**config.mk**
```make
export PLATFORM = sky130hd
export DESIGN_NAME = wb_stage
export DESIGN_NICKNAME = d
export VERILOG_FILES = /design/src/rtl/wb_stage.sv
export SDC_FILE = /design/constraint.sdc
export NUM_CORES = 1
export LEC_CHECK = 0
export BUFFER_PORTS_ARGS = -buffer_cell sky130_fd_sc_hd__buf_2
export CAP_MARGIN = 20
export CORE_AREA = 2 2 93 95
export CTS_CLUSTER_SIZE = 16
export DETAILED_ROUTE_END_ITERATION = 8
export DIE_AREA = 0 0 95 97
export GPL_TIMING_DRIVEN = 0
export MAX_ROUTING_LAYER = met4
export PLACE_DENSITY_LB_ADDON = 0.25
export SLEW_MARGIN = 25
export SYNTH_ARGS = -nofsm -noshare
export SYNTH_HDL_FRONTEND = slang
export SYNTH_SLANG_ARGS = --single-unit
```
**constraint.sdc**
```tcl
create_clock -name CLK -period 5.45 [get_ports CLK]
set_clock_uncertainty 0.2 [all_clocks]
set_input_delay 0.2725 -clock CLK [delete_from_list [all_inputs] [get_ports CLK]]
set_output_delay 0.2725 -clock CLK [all_outputs]
set_load 0.005 [all_outputs]
```
**src/rtl/wb_stage.sv**
```systemverilog
// wb_stage: writeback mux, cycle counter, keyboard buffer, frame copy/clear engine.
// Optional frame engine enabled by defining WB_FRAME_COPY_EN.
module wb_stage #(
  parameter int FrameWords = 512,
  parameter int AddrBits   = 9
) (
  input  logic                CLK,
  input  logic                Reset,
  input  logic [31:0]         AluResult_In,
  input  logic [31:0]         MemData_In,
  input  logic [31:0]         PC_plus_four_In,
  input  logic [4:0]          WAdr_In,
  input  logic                RegWrite_In,
  input  logic                MemToReg_In,
  input  logic                JAL_In,
  input  logic                Get_Cycles_In,
  input  logic                KB_HIT_In,
  input  logic                CopyToRAM_In,
  input  logic                FrameFlush_In,
  input  logic                KB_Valid,
  input  logic [7:0]          KB_Data,
  input  logic [31:0]         Buf_Data,
  output logic                RegWrite_Out,
  output logic [4:0]          WAdr_Out,
  output logic [31:0]         WData_Out,
  output logic                KB_Ready,
  output logic [AddrBits-1:0] Buf_Addr,
  output logic [AddrBits-1:0] VRAM_Addr,
  output logic [31:0]         VRAM_Data,
  output logic                VRAM_We,
  output logic                Stall
);

  logic [31:0] r_cycles;
  logic        r_kb_full;
  logic [7:0]  r_kb_byte;
  logic        w_kb_rd;

  // Writeback data select, highest priority first
  always_comb begin
    WData_Out = AluResult_In;
    if (JAL_In)
      WData_Out = PC_plus_four_In;
    else if (Get_Cycles_In)
      WData_Out = r_cycles;
    else if (KB_HIT_In)
      WData_Out = {23'b0, r_kb_full, r_kb_byte};
    else if (MemToReg_In)
      WData_Out = MemData_In;
  end

  assign WAdr_Out     = JAL_In ? 5'd31 : WAdr_In;
  assign RegWrite_Out = (RegWrite_In | JAL_In) & (WAdr_Out != 5'd0) & ~Stall;
  assign KB_Ready     = ~r_kb_full;
  assign w_kb_rd      = KB_HIT_In & RegWrite_Out;

  // Free-running cycle counter
  always_ff @(posedge CLK) begin
    if (Reset) r_cycles <= 32'd0;
    else       r_cycles <= r_cycles + 32'd1;
  end

  // One-entry keyboard buffer; a read frees the slot for a same-cycle byte
  always_ff @(posedge CLK) begin
    if (Reset) begin
      r_kb_full <= 1'b0;
      r_kb_byte <= 8'd0;
    end else if (w_kb_rd) begin
      r_kb_full <= KB_Valid;
      if (KB_Valid) r_kb_byte <= KB_Data;
    end else if (KB_Valid && !r_kb_full) begin
      r_kb_full <= 1'b1;
      r_kb_byte <= KB_Data;
    end
  end

`ifdef WB_FRAME_COPY_EN
  typedef enum logic [1:0] {S_IDLE, S_COPY, S_CLEAR} state_t;

  localparam logic [AddrBits:0] C_FW    = (AddrBits+1)'(FrameWords);
  localparam logic [AddrBits:0] C_FW_M1 = C_FW - 1'b1;

  state_t              r_state, w_state_nx;
  logic [AddrBits:0]   r_idx, w_idx_nx;
  logic [AddrBits:0]   w_idx_m1;

  assign w_idx_m1 = r_idx - 1'b1;
  assign Stall    = (r_state != S_IDLE);

  // Engine state and word index
  always_ff @(posedge CLK) begin
    if (Reset) begin
      r_state <= S_IDLE;
      r_idx   <= '0;
    end else begin
      r_state <= w_state_nx;
      r_idx   <= w_idx_nx;
    end
  end

  // Next state and buffer/VRAM port drive; copy writes lag reads by one cycle
  always_comb begin
    w_state_nx = r_state;
    w_idx_nx   = r_idx;
    Buf_Addr   = '0;
    VRAM_Addr  = '0;
    VRAM_Data  = 32'd0;
    VRAM_We    = 1'b0;
    case (r_state)
      S_IDLE: begin
        w_idx_nx = '0;
        if (FrameFlush_In)     w_state_nx = S_CLEAR;
        else if (CopyToRAM_In) w_state_nx = S_COPY;
      end
      S_COPY: begin
        Buf_Addr = r_idx[AddrBits-1:0];
        w_idx_nx = r_idx + 1'b1;
        if (r_idx != '0) begin
          VRAM_We   = 1'b1;
          VRAM_Addr = w_idx_m1[AddrBits-1:0];
          VRAM_Data = Buf_Data;
        end
        if (r_idx == C_FW) begin
          w_state_nx = S_IDLE;
          w_idx_nx   = '0;
        end
      end
      S_CLEAR: begin
        VRAM_We   = 1'b1;
        VRAM_Addr = r_idx[AddrBits-1:0];
        w_idx_nx  = r_idx + 1'b1;
        if (r_idx == C_FW_M1) begin
          w_state_nx = S_IDLE;
          w_idx_nx   = '0;
        end
      end
      default: begin
        w_state_nx = S_IDLE;
        w_idx_nx   = '0;
      end
    endcase
  end
`else
  logic w_unused;

  assign w_unused  = ^{CopyToRAM_In, FrameFlush_In, Buf_Data};
  assign Stall     = 1'b0;
  assign VRAM_We   = 1'b0;
  assign Buf_Addr  = '0;
  assign VRAM_Addr = '0;
  assign VRAM_Data = 32'd0;
`endif

endmodule

```
# Word-level counts from Yosys, hierarchy flattened
# Cells that the tools add are included.
dict set report totals {
  regBits 41
  latchBits 0
  ramBits 0
  mem_bits_ro 0
  input_bits 151
  out_inout_bits 91
  word_cells 24
  mem_count 0
}
dict set report classes {
  add_sub_neg 1
  multipliers 0
  div_mod_pow 0
  order_cmp 0
  n_eq_ne 1
  n_shift 0
  n_mux 10
  bitwise_logic 4
  n_reduce_logical 5
}
# operator count
set ops {}
lappend ops {{$mux W32} 4}
lappend ops {{$add A32 B1 Y32 const B} 1}
lappend ops {{$mux W8} 3}
lappend ops {{$mux W5} 1}
lappend ops {{$reduce_bool A5 Y1} 1}
lappend ops {{$and A1 B1 Y1} 2}
lappend ops {{$mux W1} 2}
lappend ops {{$ne A2 B2 Y1 const B} 1}
lappend ops {{$reduce_and A2 Y1} 1}
lappend ops {{$reduce_bool A2 Y1} 1}
lappend ops {{$logic_and A1 B1 Y1} 1}
lappend ops {{$logic_not A1 Y1} 1}
lappend ops {{$not A1 Y1} 1}
lappend ops {{$or A1 B1 Y1} 1}

# Longest topological paths before layout
# Gate-level depths: netlist of the first run.
dict set report logic_depth {
  depth_word 6
  mapped_depth 6
  mapped_depth_nobuf 5
}

# Least setup slack after synthesis of the first run
# No wires, ideal clock.
dict set report synth_timing {
  path_type {flip-flop to flip-flop}
  from {reg r_cycles[0]}
  to {reg r_cycles[22]}
  arrival_ns 1.978
  required_time_ns 5.129
  path_slack_ns 3.151
  path_stages_with_launch 7
  period_less_slack_ns 2.299
  cell_sequence {dfxtp_1 -> ha_1 -> nand2_1 -> or4_4 -> buf_6 -> nor4_1 -> mux2_2}
}
dict set report synth_between {
  elab_chain_len 1
}
# item line
set synth_rtl {}
lappend synth_rtl {{start: declaration} 34} ;# logic [31:0] r_cycles;
lappend synth_rtl {{start signal: assignment} 60} ;# else r_cycles <= r_cycles + 32'd1;
lappend synth_rtl {{$add A32 B1 Y32} 60}
# No other way between the ends.
# A chain may end at the register's enable or synchronous reset.

# Final worst setup path of the first run
# Same ends and word-level chain as after synthesis.

==> results of run 1 <==
-- where the power goes --
part | internal [mW] | switching [mW] | total [mW]
clock | 0.115 | 0.111 | 0.225
combinational | 0.112 | 0.0952 | 0.207
sequential | 0.306 | 0.00583 | 0.311
-- critical path, delay by kind of cell (launching register included) --
family / cells / cell delay (ns)
adders and majority gates: 1 / 0.31
buffers and inverters: 1 / 0.15
DFF: 1 / 0.44
muxes: 1 / 0.37
and+or+nand+nor: 3 / 0.97
-- through the flow --
| step | total power, mW | util | instances | hold WS, ns |
|---|---|---|---|---|
| finish | 0.744 | 0.562 | 749 | 0.00870 |
| global route | 0.785 | 0.562 | 749 | 0.0180 |
| CTS | 0.750 | 0.562 | 749 | 0.00196 |
| detailed placement | 0.523 | 0.547 | 739 | 0.288 |
| global placement | 0.520 | 0.547 | 739 | 0.275 |
| floorplan | 0.441 | - | 482 | 0.214 |
-- registers in the layout (all words and copies together) (netlist names) --
signal	flops
r_kb_full	1
r_cycles	32
r_kb_byte	8
-- worst paths after layout --
path,startpoint,slack (ns),end,cells after the start
min,KB_Data[2],0.009,r_kb_byte[2],3
min reg2reg,r_kb_byte[1],0.30,r_kb_byte[1],2
max,r_cycles[0],2.90,r_cycles[22],6
max reg2reg,r_cycles[0],2.90,r_cycles[22],6
-- cells by family (layout without fill, tap and decap cells) --
kind of cell / after synthesis / count (layout)
other: 1 / 52
adder cells (fa/ha/maj): 1 / 1
buffers and inverters: 108 / 270
flip-flops: 41 / 41
AND/OR/NAND/NOR: 122 / 122
multiplexers: 58 / 58
XOR/XNOR: 10 / 10
AO/OA/AOI/OAI: 90 / 90
-- per-layer routing --
layer  up-vias  track usage  wire (um)
met2       143        0.366       4800
met5         -            -          0
met3        17       0.0288        573
li1       1848            -          -
met4         0       0.0669        222
met1      1626        0.237       4010
-- synth_stat cells, types with 3 or more instances --
master,n
nor2_1,29
or4_1,8
and3_1,3
a221oi_1,23
a21oi_1,35
nor3_1,5
nand3_1,12
xnor2_1,5
inv_1,28
nand2_1,26
xor2_1,5
o31ai_1,5
buf_4,52
nand4_1,6
clkbuf_1,23
or2_2,6
mux2_2,32
dfxtp_1,41
or3_1,6
buf_1,4
o21ai_0,24
nor4_1,4
mux2i_1,26
nor2b_1,10
-- area by class of cell --
cell class | count | share of cell area
Tap cell | 105 | 0.0287
Buffer | 80 | 0.110
Clock inverter | 1 | 0.00109
Inverter | 28 | 0.0230
Timing Repair Buffer | 154 | 0.171
Clock buffer | 7 | 0.0211
Sequential cell | 41 | 0.180
Multi-Input combinational cell | 333 | 0.466
-- cells in the final DEF, fill, tap and decap left out, drive strengths merged, types with 2 or more instances in the layout --
master and n:
a21oi 35, a221oi 23, and3 3, and4 2, buf 209, clkbuf 30
conb 52, dfxtp 41, dlygate4sd3 2, inv 28, mux2 32, mux2i 26
nand2 26, nand3 12, nand4 7, nor2 29, nor2b 10, nor3 5
nor4 4, o21ai 24, o31ai 5, or2 6, or3 6, or3b 2
or4 9, xnor2 5, xor2 5
==> impl_metrics.py, run 1 <==
metrics = {
    "outcome": {
        "status": "completed",
    },
    "grt": {
        "grt_max_degree": 13,
        "track_usage": 0.207,
        "antenna_found_initial": 0,
        "grt_pass1_vias": 3328,
        "grt_pass1_wl_um": 15100,
        "overflow": 0,
    },
    "critical_path": {
        "path_max_fanout": 10,
        "crit_required_ns": 5.45,
        "criticalPathCategory": "reg -> reg",
        "end_kind": "register",
        "cp-start-kind": "register",
        "worst_ep_arrival_time_ns": 2.55,
        "max_stage_delay_ns": 0.53,
        "path_cells": "ha_1 -> nand2_1 -> or4_4 -> buf_6 -> nor4_1 -> mux2_2",
        "slowest_stage": "or4_4",
    },
    "logic_synthesis": {
        "synth-compound-area-share": 0.169,
        "synth_xor_area_frac": 0.0260,
        "yosys.area_share.simple": 0.191,
        "yosysSeqAreaShare": 0.244,
        "synth_cell_types": 35,
        "synth-edff-count": 0,
        "ys.flop_type": "dfxtp_1",
        "synth_top_family_by_area": "simple AND/OR/NAND/NOR gates",
        "synth_adder_area_share": 0.00372,
        "postSynthAreaPerCell_um2": 7.81,
        "synth_area_um2": 3370,
        "synth-warning-count": 0,
        "syn-instance-count": 431,
        "synth_top_area_frac": 0.244,
        "synth-seq-cells": 41,
        "synth_top_area_cell": "dfxtp_1",
        "synth.area.mux_share": 0.184,
        "synth_area_leaders": "dfxtp_1 (24%), buf_4 (12%), mux2_2 (11%)",
        "synthArstFlopShare": 0,
    },
    "sta": {
        "worst_slew_pin_slew_ns": 0.927,
        "setup_viol": 0,
        "slew_viol_final": 0,
        "setup_ws_ns": 2.90,
        "fmax_mhz": 392,
        "slew_headroom": 0.376,
        "final-hold-violation-count": 0,
        "rsz0062_at_grt": "no",
        "setup-tns-final_ns": 0,
        "min_period_ns": 2.55,
        "min_period_over_period": 0.468,
    },
    "power_and_ir_drop": {
        "power_density_nw_per_um2": 163,
        "ir_drop_mv": 0.0978,
        "p_leak_nw": 2.26,
    },
    "detailed_routing": {
        "via_count": 3634,
        "vias_per_cell": 4.85,
        "wire_per_inst_um": 12.8,
        "ant_nets": 0,
        "drc": 0,
        "dr.pass1.iters": 4,
        "drtIter0Drc": 154,
        "drt-total-wl_um": 9600,
    },
    "flow_run": {
        "maxCapViolations": 0,
    },
    "die": {
        "io-pin-count": 242,
        "row_count": 33,
        "initial_utilization": 0.414,
        "dieArea_um2": 9220,
        "dieHeight_um": 97,
        "core_um2": 8130,
        "die_w_um": 95,
    },
    "cells_and_area": {
        "nFillCells": 812,
        "seqCellArea_um2": 821,
        "layout.nets": 795,
        "design_area_um2": 4570,
        "antenna_cells": 0,
        "drive_gt1_frac": 0.399,
        "multiInputGateArea_um2": 2130,
        "area_growth_pct": 35.8,
    },
    "clocking": {
        "cts_buffers": 5,
        "path_clk_slew_ns": 0.09,
        "clk_latency_ns": 0.30,
        "cts_setup_buffers": 0,
        "cts_sinks": 41,
        "cts-root-buf": "clkbuf_8",
        "cts_tree": "yes",
        "cts_max_level": 2,
        "cts-hold-fix-buffers": 2,
        "clock_path_buffers": 2,
        "ctsResizeCount": 0,
    },
    "placement": {
        "placed_area_um2": 4450,
        "globalplace.congestion": 0.842,
        "dp_hpwl_um": 7690,
        "pre_cts_slack_ns": 2.91,
        "port_buffers": 152,
    },
    "worst_hold_path": {
        "hold_path.class": "in -> reg",
    },
}
Power figures use the tool's default switching activity.
==> run 2: changes to the inputs <==
--- a/config.mk
+++ b/config.mk
@@ -7,10 +7,11 @@
 export LEC_CHECK = 0
 export BUFFER_PORTS_ARGS = -buffer_cell sky130_fd_sc_hd__buf_2
 export CAP_MARGIN = 20
-export CORE_AREA = 2 2 93 95
+export CORE_ASPECT_RATIO = 0.8
+export CORE_MARGIN = 2
+export CORE_UTILIZATION = 38
 export CTS_CLUSTER_SIZE = 16
 export DETAILED_ROUTE_END_ITERATION = 8
-export DIE_AREA = 0 0 95 97
 export GPL_TIMING_DRIVEN = 0
 export MAX_ROUTING_LAYER = met4
 export PLACE_DENSITY_LB_ADDON = 0.25
==> constraint.sdc (replaced) <==
create_clock -name CLK -period 2.3 [get_ports CLK]
set_clock_uncertainty 0.2 [all_clocks]
set_input_delay 0.115 -clock CLK [delete_from_list [all_inputs] [get_ports CLK]]
set_output_delay 0.115 -clock CLK [all_outputs]
set_load 0.005 [all_outputs]
==> run 2 against run 1 <==
  * Worst hold slack better by 0.0081 ns
  * Final cell count is 2.8% higher
  * Sequential cell count stayed put
  * Sequential share of layout area is 0.55 points lower
  * Power is 150% higher
  * Sequential power is 140% higher
  * Largest cell class unchanged
  * Critical path type unchanged
  * Highest routed layer unchanged
  * Via count is 1.7% higher
  * Critical endpoint is now r_cycles[25]
  * Worst setup slack worse by 2.8 ns
  * Utilization is 0.095 points lower
==> impl_metrics.py, run 2 (same netlist as run 1, synthesis figures left out) <==
metrics = {
    "outcome": {
        "status": "completed",
    },
    "die": {
        "die_w_um": 109,
        "io-pin-count": 242,
        "dieHeight_um": 88.2,
        "core_um2": 8560,
        "row_count": 30,
        "initial_utilization": 0.393,
        "dieArea_um2": 9630,
    },
    "power_and_ir_drop": {
        "design_power_total_mw": 1.82,
        "p_comb_frac": 0.285,
        "switching_power_mw": 0.501,
        "power_density_nw_per_um2": 380,
        "p_clk_frac": 0.310,
        "ir_drop_mv": 0.281,
        "p_sw_frac": 0.275,
        "p_leak_nw": 2.38,
        "seqPwrFrac": 0.405,
        "p_int_mw": 1.32,
    },
    "sta": {
        "setup-tns-final_ns": 0,
        "fmax_mhz": 445,
        "setup_ws_ns": 0.0523,
        "min_period_over_period": 0.977,
        "slew_headroom": 0.507,
        "setup_viol": 0,
        "rsz0062_at_grt": "yes",
        "slew_viol_final": 0,
        "worst_slew_pin_slew_ns": 0.732,
        "min_period_ns": 2.25,
        "final-hold-violation-count": 0,
    },
    "clocking": {
        "cts_sinks": 41,
        "path_clk_slew_ns": 0.07,
        "clock_path_buffers": 2,
        "cts-root-buf": "clkbuf_8",
        "cts_buffers": 5,
        "cts_max_level": 2,
        "clk_latency_ns": 0.30,
        "cts_tree": "yes",
    },
    "critical_path": {
        "crit_required_ns": 2.29,
        "worst_ep_arrival_time_ns": 2.24,
        "crit-reg2reg-launch": "r_cycles[8]",
        "end_kind": "register",
        "path_max_fanout": 5,
        "criticalPathCategory": "reg -> reg",
        "cp-startpoint": "r_cycles[8]",
        "cp-start-kind": "register",
    },
    "cells_and_area": {
        "mostFrequentLayoutCells": "buf_2 (152), buf_4 (60), conb_1 (52)",
        "top_register": "r_cycles",
        "layout.nets": 810,
        "antenna_cells": 0,
        "largest_reg_flops": 32,
        "design_area_um2": 4800,
        "fin_util": 0.561,
        "top_regs": "r_cycles (32), r_kb_byte (8), r_kb_full (1)",
        "final_common_cell": "buf_2",
        "drive_gt1_frac": 0.433,
        "area_growth_pct": 42.6,
    },
    "grt": {
        "grt_pass1_vias": 3189,
        "overflow": 0,
        "grt_pass1_wl_um": 15200,
        "track_usage": 0.207,
        "antenna_found_initial": 0,
        "grt_max_degree": 13,
    },
    "detailed_routing": {
        "ant_nets": 0,
        "drt-total-wl_um": 10500,
        "via_count": 3694,
        "drtIter0Drc": 148,
        "vias_per_cell": 4.80,
        "wire_per_inst_um": 13.6,
        "drc": 0,
        "dr.pass1.iters": 4,
    },
    "placement": {
        "pre_cts_slack_ns": -0.211,
        "port_buffers": 152,
        "globalplace.congestion": 0.825,
        "dp_hpwl_um": 8120,
        "placed_area_um2": 4460,
    },
    "worst_hold_path": {
        "worstHoldStart": "Reset",
        "hold_path.class": "in -> reg",
    },
    "flow_run": {
        "maxCapViolations": 0,
    },
}
## run 2: per-stage QoR
stage / cells / hold slack [ns]
5_1_grt: 770 / 0.0349
6_report: 770 / 0.0168
3_5_place_dp: 746 / 0.155
2_1_floorplan: 482 / 0.0569
3_3_place_gp: 746 / 0.147
4_1_cts: 762 / 0.0107
## run 2: cell type report
class | count | area [um^2]
Buffer | 80 | 507
Inverter | 28 | 105
Multi-Input combinational cell | 333 | 2200
Clock inverter | 2 | 35.0
Sequential cell | 41 | 836
Clock buffer | 5 | 68.8
Fill cell | 843 | 3760
Timing Repair Buffer | 169 | 911
Tap cell | 112 | 140
## run 2: critical path, stage by stage, from the launching register on
cell     delay (ns)
dfxtp_1        0.42
nand4_1        0.23
buf_4          0.20
nor4_1         0.61
nand4_1        0.18
mux2_2         0.30
## run 2: per-layer routing
metal / share of wire / vias to the layer above / global-route usage
met5: 0 / - / -
met2: 0.48 / 148 / 0.340
met1: 0.44 / 1657 / 0.269
met3: 0.077 / 12 / 0.0238
li1: - / 1877 / -
met4: 0.011 / 0 / 0.0552
## run 2: power groups by stage
| stage | Sequential (mW) | Clock [mW] | Combinational, mW |
|---|---|---|---|
| after floorplan | 0.751 | 0 | 0.293 |
| after global placement | 0.754 | 0 | 0.484 |
| after detailed placement | 0.755 | 0 | 0.487 |
| after CTS | 0.740 | 0.576 | 0.504 |
| after global routing | 0.741 | 0.611 | 0.576 |
| final | 0.739 | 0.566 | 0.519 |
## run 2: final timing paths
path	end	slack (ns)	cells past startpoint
max	r_cycles[25]	0.05	5
min	r_cycles[24]	0.02	3
min reg2reg	r_kb_byte[5]	0.30	2
max reg2reg	r_cycles[25]	0.05	5
## run 2: repair_timing
action,in CTS,in global routing
endpoints found under the hold margin,9,0
endpoints found under the setup margin,11,27
pin swaps,0,2
resized for setup,9,19
setup buffers,0,8
hold buffers,9,0
==> run 3: changes to the inputs <==
==> constraint.sdc (replaced) <==
create_clock -name CLK -period 2.3 [get_ports CLK]
set_clock_uncertainty 0.2 [all_clocks]
set_input_delay 0.46 -clock CLK [delete_from_list [all_inputs] [get_ports CLK]]
set_output_delay 0.46 -clock CLK [all_outputs]
set_load 0.005 [all_outputs]
==> run 3 against run 2 <==
  * Register-to-register slack about the same
  * Combinational power rose by 2%
  * Critical path depth is 1 higher
  * Sequential cell count stayed put
  * Routed wire length is 4.3% lower
  * Die area unchanged
  * Final cell count is 1.6% lower
  * First-iteration DRC count down 32%
  * Highest routed layer unchanged
  * Sequential power barely moved
  * Worst setup slack got worse by 0.014 ns
  * Critical path type unchanged
==> impl_metrics.py, run 3 (same netlist as run 1, synthesis figures left out) <==
metrics = {
    "grt": {
        "grt_pass1_vias": 3143,
        "grt_pass1_wl_um": 14400,
        "grt_max_degree": 13,
        "track_usage": 0.193,
        "antenna_found_initial": 0,
        "overflow": 0,
    },
    "detailed_routing": {
        "dr.pass1.iters": 4,
        "drtIter0Drc": 101,
        "drt-total-wl_um": 10100,
        "via_count": 3660,
        "wire_per_inst_um": 13.3,
        "drc": 0,
        "ant_nets": 0,
        "vias_per_cell": 4.83,
    },
    "clocking": {
        "cts-hold-fix-buffers": 0,
        "path_clk_slew_ns": 0.08,
        "cts_tree": "yes",
        "cts_max_level": 2,
        "cts_buffers": 5,
        "cts_sinks": 41,
        "cts-root-buf": "clkbuf_8",
        "clk_latency_ns": 0.29,
        "clock_path_buffers": 2,
    },
    "critical_path": {
        "crit-reg2reg-launch": "r_cycles[0]",
        "criticalPathCategory": "reg -> reg",
        "crit_required_ns": 2.33,
        "path_max_fanout": 10,
        "cp-startpoint": "r_cycles[0]",
        "worst_ep_arrival_time_ns": 2.29,
        "cp-start-kind": "register",
        "end_kind": "register",
    },
    "die": {
        "initial_utilization": 0.393,
        "core_um2": 8560,
        "dieArea_um2": 9630,
        "dieHeight_um": 88.2,
        "io-pin-count": 242,
        "die_w_um": 109,
        "row_count": 30,
    },
    "power_and_ir_drop": {
        "p_leak_nw": 2.39,
        "design_power_total_mw": 1.87,
        "ir_drop_mv": 0.290,
        "power_density_nw_per_um2": 387,
    },
    "placement": {
        "globalplace.congestion": 0.841,
        "port_buffers": 152,
        "dp_cells": 746,
        "pre_cts_slack_ns": -0.464,
        "placed_area_um2": 4460,
        "dp_hpwl_um": 7810,
    },
    "cells_and_area": {
        "mostFrequentLayoutCells": "buf_2 (154), buf_4 (55), conb_1 (52)",
        "largest_reg_flops": 32,
        "final_common_cell": "buf_2",
        "seqCellArea_um2": 837,
        "top_register": "r_cycles",
        "layout.nets": 797,
        "multiInputGateArea_um2": 2240,
        "design_area_um2": 4820,
        "drive_gt1_frac": 0.467,
        "antenna_cells": 0,
        "final_cells": 758,
        "area_growth_pct": 43.2,
        "nFillCells": 791,
        "top_regs": "r_cycles (32), r_kb_byte (8), r_kb_full (1)",
    },
    "flow_run": {
        "maxCapViolations": 0,
    },
    "sta": {
        "whs_ns": 0.208,
        "fmax_mhz": 442,
        "setup_viol": 0,
        "rsz0062_at_grt": "yes",
        "slew_viol_final": 0,
        "worst_slew_pin_slew_ns": 0.680,
        "min_period_over_period": 0.983,
        "setup_ws_ns": 0.0385,
        "min_period_ns": 2.26,
        "final-hold-violation-count": 0,
        "slew_headroom": 0.547,
    },
    "outcome": {
        "status": "completed",
    },
    "worst_hold_path": {
        "worstHoldStart": "KB_Data[1]",
        "hold_path.class": "in -> reg",
    },
}
-- run 3: area by class of cell --
type	instances	area share
Buffer	80	0.118
Clock buffer	7	0.0179
Clock inverter	1	0.00623
Inverter	28	0.0218
Multi-Input combinational cell	333	0.465
Sequential cell	41	0.174
Tap cell	112	0.0291
Timing Repair Buffer	156	0.168
-- run 3: report_power, final --
group | total [mW] | internal [mW] | switching, mW
Combinational | 0.530 | 0.288 | 0.242
Sequential | 0.737 | 0.724 | 0.0129
Clock | 0.600 | 0.354 | 0.246
Total | 1.87 | 1.37 | 0.501
-- run 3: timing repair --
action                                  CTS  global route
endpoints found under the setup margin   44            42
buffers inserted                          0             3
pin swaps                                 1             3
gates resized for setup                  33            36
cloned                                    0             1
-- run 3: final timing paths --
| path | to | slack [ns] | cells after the start |
|---|---|---|---|
| setup / recovery | r_cycles[16] | 0.04 | 6 |
| hold / removal | r_kb_byte[1] | 0.21 | 3 |
| setup reg to reg | r_cycles[16] | 0.04 | 6 |
| hold reg to reg | r_kb_byte[6] | 0.31 | 2 |
-- run 3: critical path, stage by stage (launching register included) --
cell and delay, ns:
dfxtp_4 0.37, ha_4 0.16, nand2_1 0.11, or4_4 0.53
buf_6 0.16, or4_1 0.52, a21oi_2 0.14
-- run 3: through the flow --
stage,utilization,TNS [ns]
global placement,0.521,-12.90
detailed placement,0.521,-13.39
CTS,0.546,-0.00911
finish,0.563,0
global route,0.563,-0.213
floorplan,-,0
-- run 3: metal layers --
layer	up-vias	GRT usage	share of wire
met5	-	-	0
met4	0	0.0288	0.0034
met3	2	0.0260	0.073
met2	142	0.332	0.48
met1	1661	0.246	0.45
li1	1855	-	-
